--- src/rtl/gen_mac_pkg.sv ---
// -----------------------------------------------------------------------------
// gen_mac_pkg : shared constants and the mode-dependent extension helper
// Revision 1.0
// -----------------------------------------------------------------------------
`default_nettype none

package gen_mac_pkg;

   localparam int MAC_LATENCY = 3;

   // Fill bit used when widening a value: the MSB in signed mode, zero otherwise.
   function automatic logic ext_bit(input logic signed_en, input logic msb);
      return signed_en & msb;
   endfunction

endpackage

`default_nettype wire

--- src/rtl/gen_mac_if.sv ---
// -----------------------------------------------------------------------------
// gen_mac_if : operand/result valid-ready bundle for gen_mac
// Revision 1.0
// -----------------------------------------------------------------------------
`default_nettype none

interface gen_mac_if #(
   parameter int DATA_WIDTH = 16,
   parameter int ACC_WIDTH  = 40
);
   logic                  in_valid;
   logic                  in_ready;
   logic [DATA_WIDTH-1:0] a;
   logic [DATA_WIDTH-1:0] b;
   logic                  signed_en;
   logic                  first;
   logic                  out_valid;
   logic                  out_ready;
   logic [ACC_WIDTH-1:0]  p;
   logic                  overflow;

   modport master (
      output in_valid, a, b, signed_en, first, out_ready,
      input  in_ready, out_valid, p, overflow
   );

   modport slave (
      input  in_valid, a, b, signed_en, first, out_ready,
      output in_ready, out_valid, p, overflow
   );
endinterface

`default_nettype wire

--- src/rtl/gen_mac_mult_pipe.sv ---
// -----------------------------------------------------------------------------
// gen_mult_pipe : two-stage registered signed/unsigned multiplier with enable
// Revision 1.0
// -----------------------------------------------------------------------------
`default_nettype none

module gen_mult_pipe #(
   parameter int DATA_WIDTH = 16
) (
   input  wire logic                    clk,
   input  wire logic                    rst,
   input  wire logic                    en,
   input  wire logic                    in_valid,
   input  wire logic [DATA_WIDTH-1:0]   a,
   input  wire logic [DATA_WIDTH-1:0]   b,
   input  wire logic                    signed_en,
   input  wire logic                    first,
   output logic                         out_valid,
   output logic [2*DATA_WIDTH-1:0]      product,
   output logic                         out_signed,
   output logic                         out_first
);
   import gen_mac_pkg::*;

   logic                    r_v1;
   logic                    r_s1;
   logic                    r_f1;
   logic [DATA_WIDTH-1:0]   r_a;
   logic [DATA_WIDTH-1:0]   r_b;
   logic [2*DATA_WIDTH-1:0] w_a_ext;
   logic [2*DATA_WIDTH-1:0] w_b_ext;

   // Widening straight to the product width keeps the multiply exact modulo 2^(2W).
   assign w_a_ext = {{DATA_WIDTH{ext_bit(r_s1, r_a[DATA_WIDTH-1])}}, r_a};
   assign w_b_ext = {{DATA_WIDTH{ext_bit(r_s1, r_b[DATA_WIDTH-1])}}, r_b};

   always_ff @(posedge clk) begin
      if (rst) begin
         r_v1       <= 1'b0;
         r_s1       <= 1'b0;
         r_f1       <= 1'b0;
         r_a        <= '0;
         r_b        <= '0;
         out_valid  <= 1'b0;
         product    <= '0;
         out_signed <= 1'b0;
         out_first  <= 1'b0;
      end else if (en) begin
         r_v1       <= in_valid;
         r_s1       <= signed_en;
         r_f1       <= first;
         r_a        <= a;
         r_b        <= b;
         out_valid  <= r_v1;
         product    <= w_a_ext * w_b_ext;
         out_signed <= r_s1;
         out_first  <= r_f1;
      end
   end

endmodule

`default_nettype wire

--- src/rtl/gen_mac.sv ---
// -----------------------------------------------------------------------------
// gen_mac : pipelined multiply-accumulate with valid/ready backpressure
// Revision 1.0
// -----------------------------------------------------------------------------
`default_nettype none

module gen_mac #(
   parameter int DATA_WIDTH = 16,
   parameter int ACC_WIDTH  = 40
) (
   input  wire logic clk,
   input  wire logic rst,
   gen_mac_if.slave  bus
);
   import gen_mac_pkg::*;

   localparam int PROD_WIDTH = 2 * DATA_WIDTH;

   generate
      if (ACC_WIDTH < PROD_WIDTH) begin : g_width_check
         $fatal(1, "gen_mac: ACC_WIDTH must be >= 2*DATA_WIDTH");
      end
   endgenerate

   logic                  w_advance;
   logic                  w_v2;
   logic                  w_s2;
   logic                  w_f2;
   logic [PROD_WIDTH-1:0] w_prod;
   logic [ACC_WIDTH-1:0]  w_prod_ext;
   logic [ACC_WIDTH:0]    w_sum;
   logic                  w_ovf;
   logic [ACC_WIDTH-1:0]  r_acc;
   logic                  r_ovf;
   logic                  r_out_valid;

   assign w_advance    = !r_out_valid | bus.out_ready;
   assign bus.in_ready = w_advance & !rst;

   gen_mult_pipe #(
      .DATA_WIDTH (DATA_WIDTH)
   ) u_mult (
      .clk        (clk),
      .rst        (rst),
      .en         (w_advance),
      .in_valid   (bus.in_valid),
      .a          (bus.a),
      .b          (bus.b),
      .signed_en  (bus.signed_en),
      .first      (bus.first),
      .out_valid  (w_v2),
      .product    (w_prod),
      .out_signed (w_s2),
      .out_first  (w_f2)
   );

   generate
      if (ACC_WIDTH > PROD_WIDTH) begin : g_ext_wide
         assign w_prod_ext = {{(ACC_WIDTH-PROD_WIDTH){ext_bit(w_s2, w_prod[PROD_WIDTH-1])}}, w_prod};
      end else begin : g_ext_exact
         assign w_prod_ext = w_prod;
      end
   endgenerate

   // One extra bit captures the unsigned carry; signed overflow uses the sign rule.
   assign w_sum = {1'b0, r_acc} + {1'b0, w_prod_ext};
   assign w_ovf = w_s2 ? ((r_acc[ACC_WIDTH-1] == w_prod_ext[ACC_WIDTH-1]) &&
                          (w_sum[ACC_WIDTH-1] != r_acc[ACC_WIDTH-1]))
                       : w_sum[ACC_WIDTH];

   always_ff @(posedge clk) begin
      if (rst) begin
         r_acc       <= '0;
         r_ovf       <= 1'b0;
         r_out_valid <= 1'b0;
      end else if (w_advance) begin
         r_out_valid <= w_v2;
         if (w_v2) begin
            if (w_f2) begin
               r_acc <= w_prod_ext;
               r_ovf <= 1'b0;
            end else begin
               r_acc <= w_sum[ACC_WIDTH-1:0];
               r_ovf <= w_ovf;
            end
         end
      end
   end

   assign bus.out_valid = r_out_valid;
   assign bus.p         = r_acc;
   assign bus.overflow  = r_ovf;

endmodule

`default_nettype wire
--- src/flat_wrapper.sv ---
// flat-port wrapper written by rule: the top's interface ports become plain ports
module gen_mac_flat import gen_mac_pkg::*;
#(
   parameter int DATA_WIDTH = 16,
   parameter int ACC_WIDTH  = 40
)
  (clk, rst, bus_in_valid, bus_a, bus_b, bus_signed_en, bus_first, bus_out_ready, bus_in_ready, bus_out_valid, bus_p, bus_overflow);
  gen_mac_if #(.DATA_WIDTH(DATA_WIDTH), .ACC_WIDTH(ACC_WIDTH)) bus_i ();
  input  wire logic clk;
  input  wire logic rst;
  input wire logic [$bits(bus_i.in_valid)-1:0] bus_in_valid;
  input wire logic [$bits(bus_i.a)-1:0] bus_a;
  input wire logic [$bits(bus_i.b)-1:0] bus_b;
  input wire logic [$bits(bus_i.signed_en)-1:0] bus_signed_en;
  input wire logic [$bits(bus_i.first)-1:0] bus_first;
  input wire logic [$bits(bus_i.out_ready)-1:0] bus_out_ready;
  output wire logic [$bits(bus_i.in_ready)-1:0] bus_in_ready;
  output wire logic [$bits(bus_i.out_valid)-1:0] bus_out_valid;
  output wire logic [$bits(bus_i.p)-1:0] bus_p;
  output wire logic [$bits(bus_i.overflow)-1:0] bus_overflow;
  assign bus_i.in_valid = bus_in_valid;
  assign bus_i.a = bus_a;
  assign bus_i.b = bus_b;
  assign bus_i.signed_en = bus_signed_en;
  assign bus_i.first = bus_first;
  assign bus_i.out_ready = bus_out_ready;
  assign bus_in_ready = bus_i.in_ready;
  assign bus_out_valid = bus_i.out_valid;
  assign bus_p = bus_i.p;
  assign bus_overflow = bus_i.overflow;
  gen_mac #(.DATA_WIDTH(DATA_WIDTH), .ACC_WIDTH(ACC_WIDTH)) u_core (.clk(clk), .rst(rst), .bus(bus_i));
endmodule
--- config.mk ---
export PLATFORM = sky130hd
export DESIGN_NAME = gen_mac_flat
export DESIGN_NICKNAME = d
export VERILOG_FILES = /design/src/rtl/gen_mac_pkg.sv /design/src/rtl/gen_mac_if.sv /design/src/rtl/gen_mac_mult_pipe.sv /design/src/rtl/gen_mac.sv /design/src/flat_wrapper.sv
export SDC_FILE = /design/constraint.sdc
export NUM_CORES = 1
export LEC_CHECK = 0
export BUFFER_PORTS_ARGS = -buffer_cell sky130_fd_sc_hd__buf_2
export CORE_MARGIN = 2
export CORE_UTILIZATION = 40
export CTS_CLUSTER_DIAMETER = 80
export DETAILED_ROUTE_END_ITERATION = 7
export HOLD_SLACK_MARGIN = 0.08
export PLACE_DENSITY = 0.65
export SLEW_MARGIN = 20
export SYNTH_ARGS = -nofsm -noshare
export SYNTH_HDL_FRONTEND = slang
export SYNTH_SLANG_ARGS = --single-unit
--- constraint.sdc ---
create_clock -name clk -period 8.19 [get_ports clk]
set_clock_uncertainty 0.05 [all_clocks]
set_input_delay 1.638 -clock clk [delete_from_list [all_inputs] [get_ports clk]]
set_output_delay 1.638 -clock clk [all_outputs]
set_load 0.05 [all_outputs]
# [Word-level counts from Yosys, hierarchy flattened]
# Cells that the tools add are included.
[op_classes] addsub=1 mul=1 n_eq_ne=2 mux=3 bitwise=5 n_reduce_logical=4
[ops] cell="40-bit by 40-bit adder with 41-bit output" count=1
[ops] cell="40-bit 2-to-1 mux" count=1
[ops] cell="17-bit by 17-bit multiplier with 32-bit output" count=1
[ops] cell="1-bit AND" count=4
[ops] cell="1-bit zero test" count=2
[ops] cell="1-bit 2-to-1 mux" count=2
[ops] cell="2-bit AND reduction" count=1
[ops] cell="1-bit == test" count=1
[ops] cell="1-bit logical AND" count=1
[ops] cell="1-bit != test" count=1
[ops] cell="1-bit OR" count=1
[word_totals] ff_bits=112 inputBits=38 elab_cells=28

# [Longest topological paths before layout]
[depth] word_depth=6 mapped_depth=26 depth_no_buf=25

# [By module]
# From an unflattened synthesis, not the netlist that was laid out.
[hier_totals] cells_unflattened=1920 area_unflattened_um2=16927.5
[by_module_without_submodules] module="gen_mult_pipe" instances=1 cells_per_inst=1403 area_per_inst_um2=13015.0
[by_module_without_submodules] module="gen_mac" instances=1 cells_per_inst=517 area_per_inst_um2=3912.5

# [Worst setup path after synthesis]
# No wires, ideal clock.
[synth_path] path_type="reg2reg" start="register u_core.u_mult.r_a[15]" end="register u_core.u_mult.product[31]" setup_time_ns=0.117 t_arrival_ns=6.053 path_slack_ns=1.970 path_stages_with_launch=25 n_path_buf=1 cell_sequence="dfxtp_1 -> and2_1 -> clkbuf_1 -> nand2_1 -> inv_1 -> fa_1 -> fa_1 -> inv_1 -> fa_1 -> inv_1 -> fa_1 -> fa_1 -> inv_1 -> fa_1 -> inv_1 -> ha_1 -> a21oi_1 -> nor2_1 -> a211oi_1 -> o21a_1 -> a21oi_1 -> nor4_1 -> o31ai_1 -> xnor2_1 -> a22o_1"
[synth_between] elab_chain_cells=2
[synth_lines] element="start: declaration" line="gen_mac_mult_pipe.sv:28" source="logic [DATA_WIDTH-1:0] r_a;"
[synth_lines] element="start signal: assignment" line="gen_mac_mult_pipe.sv:42" source="r_a <= '0;"
[synth_lines] element="start signal: assignment" line="gen_mac_mult_pipe.sv:52" source="r_a <= a;"
[synth_lines] element="1-bit AND" line="gen_mac_pkg.sv:13" source="return signed_en & msb;"
[synth_lines] element="17-bit by 17-bit multiplier with 32-bit output *" line="gen_mac_mult_pipe.sv:55" source="product <= w_a_ext * w_b_ext;"
[synth_lines] element="end signal: assignment" line="gen_mac_mult_pipe.sv:55"
[synth_lines] element="end: declaration" line="gen_mac_mult_pipe.sv:19" source="output logic [2*DATA_WIDTH-1:0] product,"
# Mark *: on every way between the ends. The rest lies on a longest branch, timed or not.
# A chain may end at the register's enable or synchronous reset.

# [Worst setup path after layout]
[layout_path] start="register u_core.u_mult.r_s1" end="register u_core.u_mult.product[31]"
[layout_between] elab_chain_cells=2 word_cells_on_any_way=3 cone_classes="mul: 1; bitwise: 2"
[layout_lines] element="start: declaration" line="gen_mac_mult_pipe.sv:26" source="logic r_s1;"
[layout_lines] element="start signal: assignment" line="gen_mac_mult_pipe.sv:50" source="r_s1 <= signed_en;"
[layout_lines] element="1-bit AND" line="gen_mac_pkg.sv:13"
[layout_lines] element="17-bit by 17-bit multiplier with 32-bit output *" line="gen_mac_mult_pipe.sv:55"
# Marked as above.

==> results.md <==
| Quantity | Reported | Unit |
| --- | --- | --- |
| Clock root buffer | sky130_fd_sc_hd__clkbuf_16 | - |
| Area delta synth->final | 6.57 | % |
| Cell accounting for the most synthesized area | sky130_fd_sc_hd__fa_1 | - |
| Final net count | 2,415 | - |
| Ys async rst share | 0 | - |
| Via count of the first global-routing pass | 13,800 | - |
| Detailed Route WL | 41,400 | microns |
| Initial standard-cell utilization of the core | 0.407 | - |
| Worst reg2reg path depth | 21 | - |
| TritonCTS clock tree | done | - |
| Final worst slack | 1160 | ps |
| First-iteration detailed-routing DRC count | 756 | - |
| Reported max-cap violation count | 0 | - |
| Element type at the critical path end | flop | - |
| Count of cells along the worst hold path | 2 | - |
| Die span in x | 208 | microns |
| Total number of vias | 13,300 | - |
| Overflow left after global routing | 0 | - |
| TritonCTS Buffers | 9 | - |
| Crit path launch | u_core.u_mult.r_s1$_SDFFE_PP0N_ | - |
| Type of the worst setup path | reg2reg | - |
| Mean instance size in the synthesized netlist | 8.49 | sq um |
| Cell row count | 74 | - |
| Post-route ant nets | 0 | - |
| Logic depth of the worst setup path including buffers | 21 | - |
| Synthesized flop and latch total | 112 | - |
| Top_reg_cell synth | sky130_fd_sc_hd__dfxtp_1 | - |
| Global-route total usage across every layer | 0.198 | - |
| CTS sink count | 112 | - |
| Cell family contributing the most delay on the critical path | adder cells | - |
| Slew at the pin with the worst max-slew slack | 1110 | ps |
| Most frequent cells after synthesis | sky130_fd_sc_hd__inv_1, sky130_fd_sc_hd__nand2_1, sky130_fd_sc_hd__fa_1 | - |
| Upper clock frequency limit | 142 | MHz |
| Setup bufs post-CTS | 0 | - |
| Overall die area | 43,400 | sq um |
| Maximum cell stage delay along the critical path | 580 | ps |
| Number of different library cells in the post-synthesis netlist | 67 | - |
| Resize count post-CTS | 0 | - |
| Clock H-tree levels | 3 | - |
| Worst slack at placement | 1170 | ps |
| Share of the cycle needed by the critical path after routing | 0.858 | - |
| Critical hold path startpoint | u_core.u_mult.r_f1$_SDFFE_PP0N_ | - |
| Startpoint type of the worst setup path | flop | - |
| Worst Hold Slack | 405 | ps |
| Final standard cell utilization of the core | 0.434 | - |
| Final number of max-transition violations | 0 | - |
| Synth warn | 0 | - |
| Maximum buffer depth of the clock tree | 2 | - |
| Number of top-level pins | 81 | - |
| Maximum resistive drop on vdd | 0.141 | mV |
| Final number of hold-violating endpoints | 0 | - |
| Number of diodes | 0 | - |
| Fraction of the yosys area taken by sequential cells | 0.134 | - |
| Routability Congestion | 0.882 | - |
| Dominant cells by area after synthesis | sky130_fd_sc_hd__fa_1, sky130_fd_sc_hd__dfxtp_1, sky130_fd_sc_hd__ha_1, sky130_fd_sc_hd__inv_1, sky130_fd_sc_hd__nand2_1 | - |
| Maximum fanout count along the critical path | 16 | - |
| Clock Latency Late Sink | 390 | ps |
| Number of antenna violations at the first check in global routing | 0 | - |
| Setup repair after global routing missed its margin | false | - |
| EDFF count, synth | 0 | - |
| Cell with the most instances after synthesis | sky130_fd_sc_hd__inv_1 | - |
| Post-synth top area share | 0.339 | - |
| Detailed-placement wirelength estimate | 33,300 | microns |
| Clock-pin slew on the worst setup and hold paths | 80 | ps |
| Wire length of the first global-routing pass | 69,500 | microns |
| Gate Count Post-Synth | 1,968 | - |
| DR WL/cell | 16.5 | microns |
| Fraction of final layout cells with drive strength greater than 1 | 0.0637 | - |
| Final Total Pwr | 2450 | uW |
| Post-Synthesis Cell Area | 16,700 | sq um |
| Finish-stage setup viols | 0 | - |
| Accumulated negative setup slack | 0 | ps |
| Number of hold buffers added after CTS | 0 | - |
| Origin of the critical flop-to-flop path | u_core.u_mult.r_s1$_SDFFE_PP0N_ | - |
| Required time at the endpoint of the critical path | 8420 | ps |
| Largest net degree at the start of global routing | 76 | - |
| P_leak | 0.00874 | uW |
| Number of detailed-routing iterations run before antenna repair | 5 | - |
| Data arrival at the endpoint of the critical path | 7260 | ps |
| Via density per instance | 5.29 | - |
| Total buffers and inverters traversed by the critical path | 3 | - |
| Critical-path cell with the highest stage delay | sky130_fd_sc_hd__dfxtp_1 | - |
| Core area | 41,000 | sq um |
| Crit path cell chain | nand2_1, or2_2, fa_1, fa_1, inv_1, fa_1, fa_1, fa_1, inv_1, fa_1, inv_1, ha_1, a21oi_1, nor2_1, a211oi_1, o21a_1, a21oi_1, nor4_1, o31ai_1, xnor2_1, a22o_1 | - |
| Remaining design rule violation count | 0 | - |
| Worst path most repeated cell | sky130_fd_sc_hd__fa_1 | - |
| Syn Nets | 2,411 | - |
| Fill cell instance count of the final layout | 4,069 | - |
| Power density over the cells | 137 | nW/um^2 |
| Die span in y | 208 | microns |
| Port bufs | 80 | - |
| Min-delay worst type | reg2reg | - |
| Result of the run | finished clean | - |
| Clock period minus worst slack | 7030 | ps |
| Slew HR | 0.261 | - |
==> logic make-up after synthesis <==
group | Yosys count | synth area share
mux | 7 | 0.00419
buf+inv | 418 | 0.0941
simple gates | 611 | 0.172
xor+xnor | 65 | 0.0341
fa+ha+maj | 405 | 0.430
compound gates | 350 | 0.131
flops | 112 | 0.134
==> sequential cells by signal (all words and copies together), names as in the netlist <==
name and count:
u_core.bus.overflow 1, u_core.u_mult.r_s1 1, u_core.u_mult.product 32, u_core.bus.p 40, u_core.u_mult.r_f1 1, u_core.bus.out_valid 1
u_core.u_mult.r_v1 1, u_core.u_mult.out_valid 1, u_core.u_mult.r_a 16, u_core.u_mult.out_first 1, u_core.u_mult.out_signed 1, u_core.u_mult.r_b 16
==> metal layers <==
layer	share of wire	global-route usage	routed length, microns
met2	0.50	0.344	20900
met5	0	0	0
met1	0.43	0.259	17800
met4	0.026	0.0610	1100
met3	0.038	0.0234	1590
==> path summary, 6_finish.rpt <==
check | slack [ps] | to
worst min register to register | 410 | u_core.u_mult.r_f1$_SDFFE_PP0N_
worst max register to register | 1160 | u_core.u_mult.product[31]$_SDFFE_PP0N_
worst max-delay path | 1160 | u_core.u_mult.product[31]$_SDFFE_PP0N_
worst min-delay path | 410 | u_core.u_mult.r_f1$_SDFFE_PP0N_
==> layout by cell type (no fill, tap or decap), types with 28 or more instances in the layout <==
cell type                   n
sky130_fd_sc_hd__nor2_1    64
sky130_fd_sc_hd__and2_1   130
sky130_fd_sc_hd__nand2_1  314
sky130_fd_sc_hd__a21o_1    28
sky130_fd_sc_hd__dfxtp_1  111
sky130_fd_sc_hd__xnor2_1   47
sky130_fd_sc_hd__buf_2     79
sky130_fd_sc_hd__ha_1     122
sky130_fd_sc_hd__fa_1     283
sky130_fd_sc_hd__o21ai_0   64
sky130_fd_sc_hd__a21oi_1  141
sky130_fd_sc_hd__inv_1    322
==> power breakdown <==
part / leakage, uW / total (uW) / internal, uW / switching [uW]
logic: 0.00766 / 1230 / 514 / 712
registers: 0.000923 / 717 / 613 / 105
clock network: 0.000155 / 502 / 253 / 249
total: 0.00874 / 2450 / 1380 / 1070
==> layout make-up <==
| cell class | count | area (sq um) | area share |
|---|---|---|---|
| clock buffers | 11 | 243 | 0.0136 |
| clock inverters | 5 | 75.1 | 0.00422 |
| inverters | 323 | 1210 | 0.0681 |
| multi-input cells | 1438 | 12900 | 0.725 |
| flip-flops and latches | 112 | 2240 | 0.126 |
| well taps | 532 | 666 | 0.0374 |
| repair buffers | 88 | 463 | 0.0260 |
==> stage by stage <==
step,cell area [sq um],std cells
floorplan,16700,1968
global placement,17500,2493
detailed placement,17500,2493
CTS,17800,2509
global route,17800,2509
finish,17800,2509
==> worst min-delay path: stages (launching register included) <==
cell                      delay, ps
sky130_fd_sc_hd__dfxtp_1        320
sky130_fd_sc_hd__nand2_1         50
sky130_fd_sc_hd__a21oi_1         50
(Power assumes the default switching activity.)
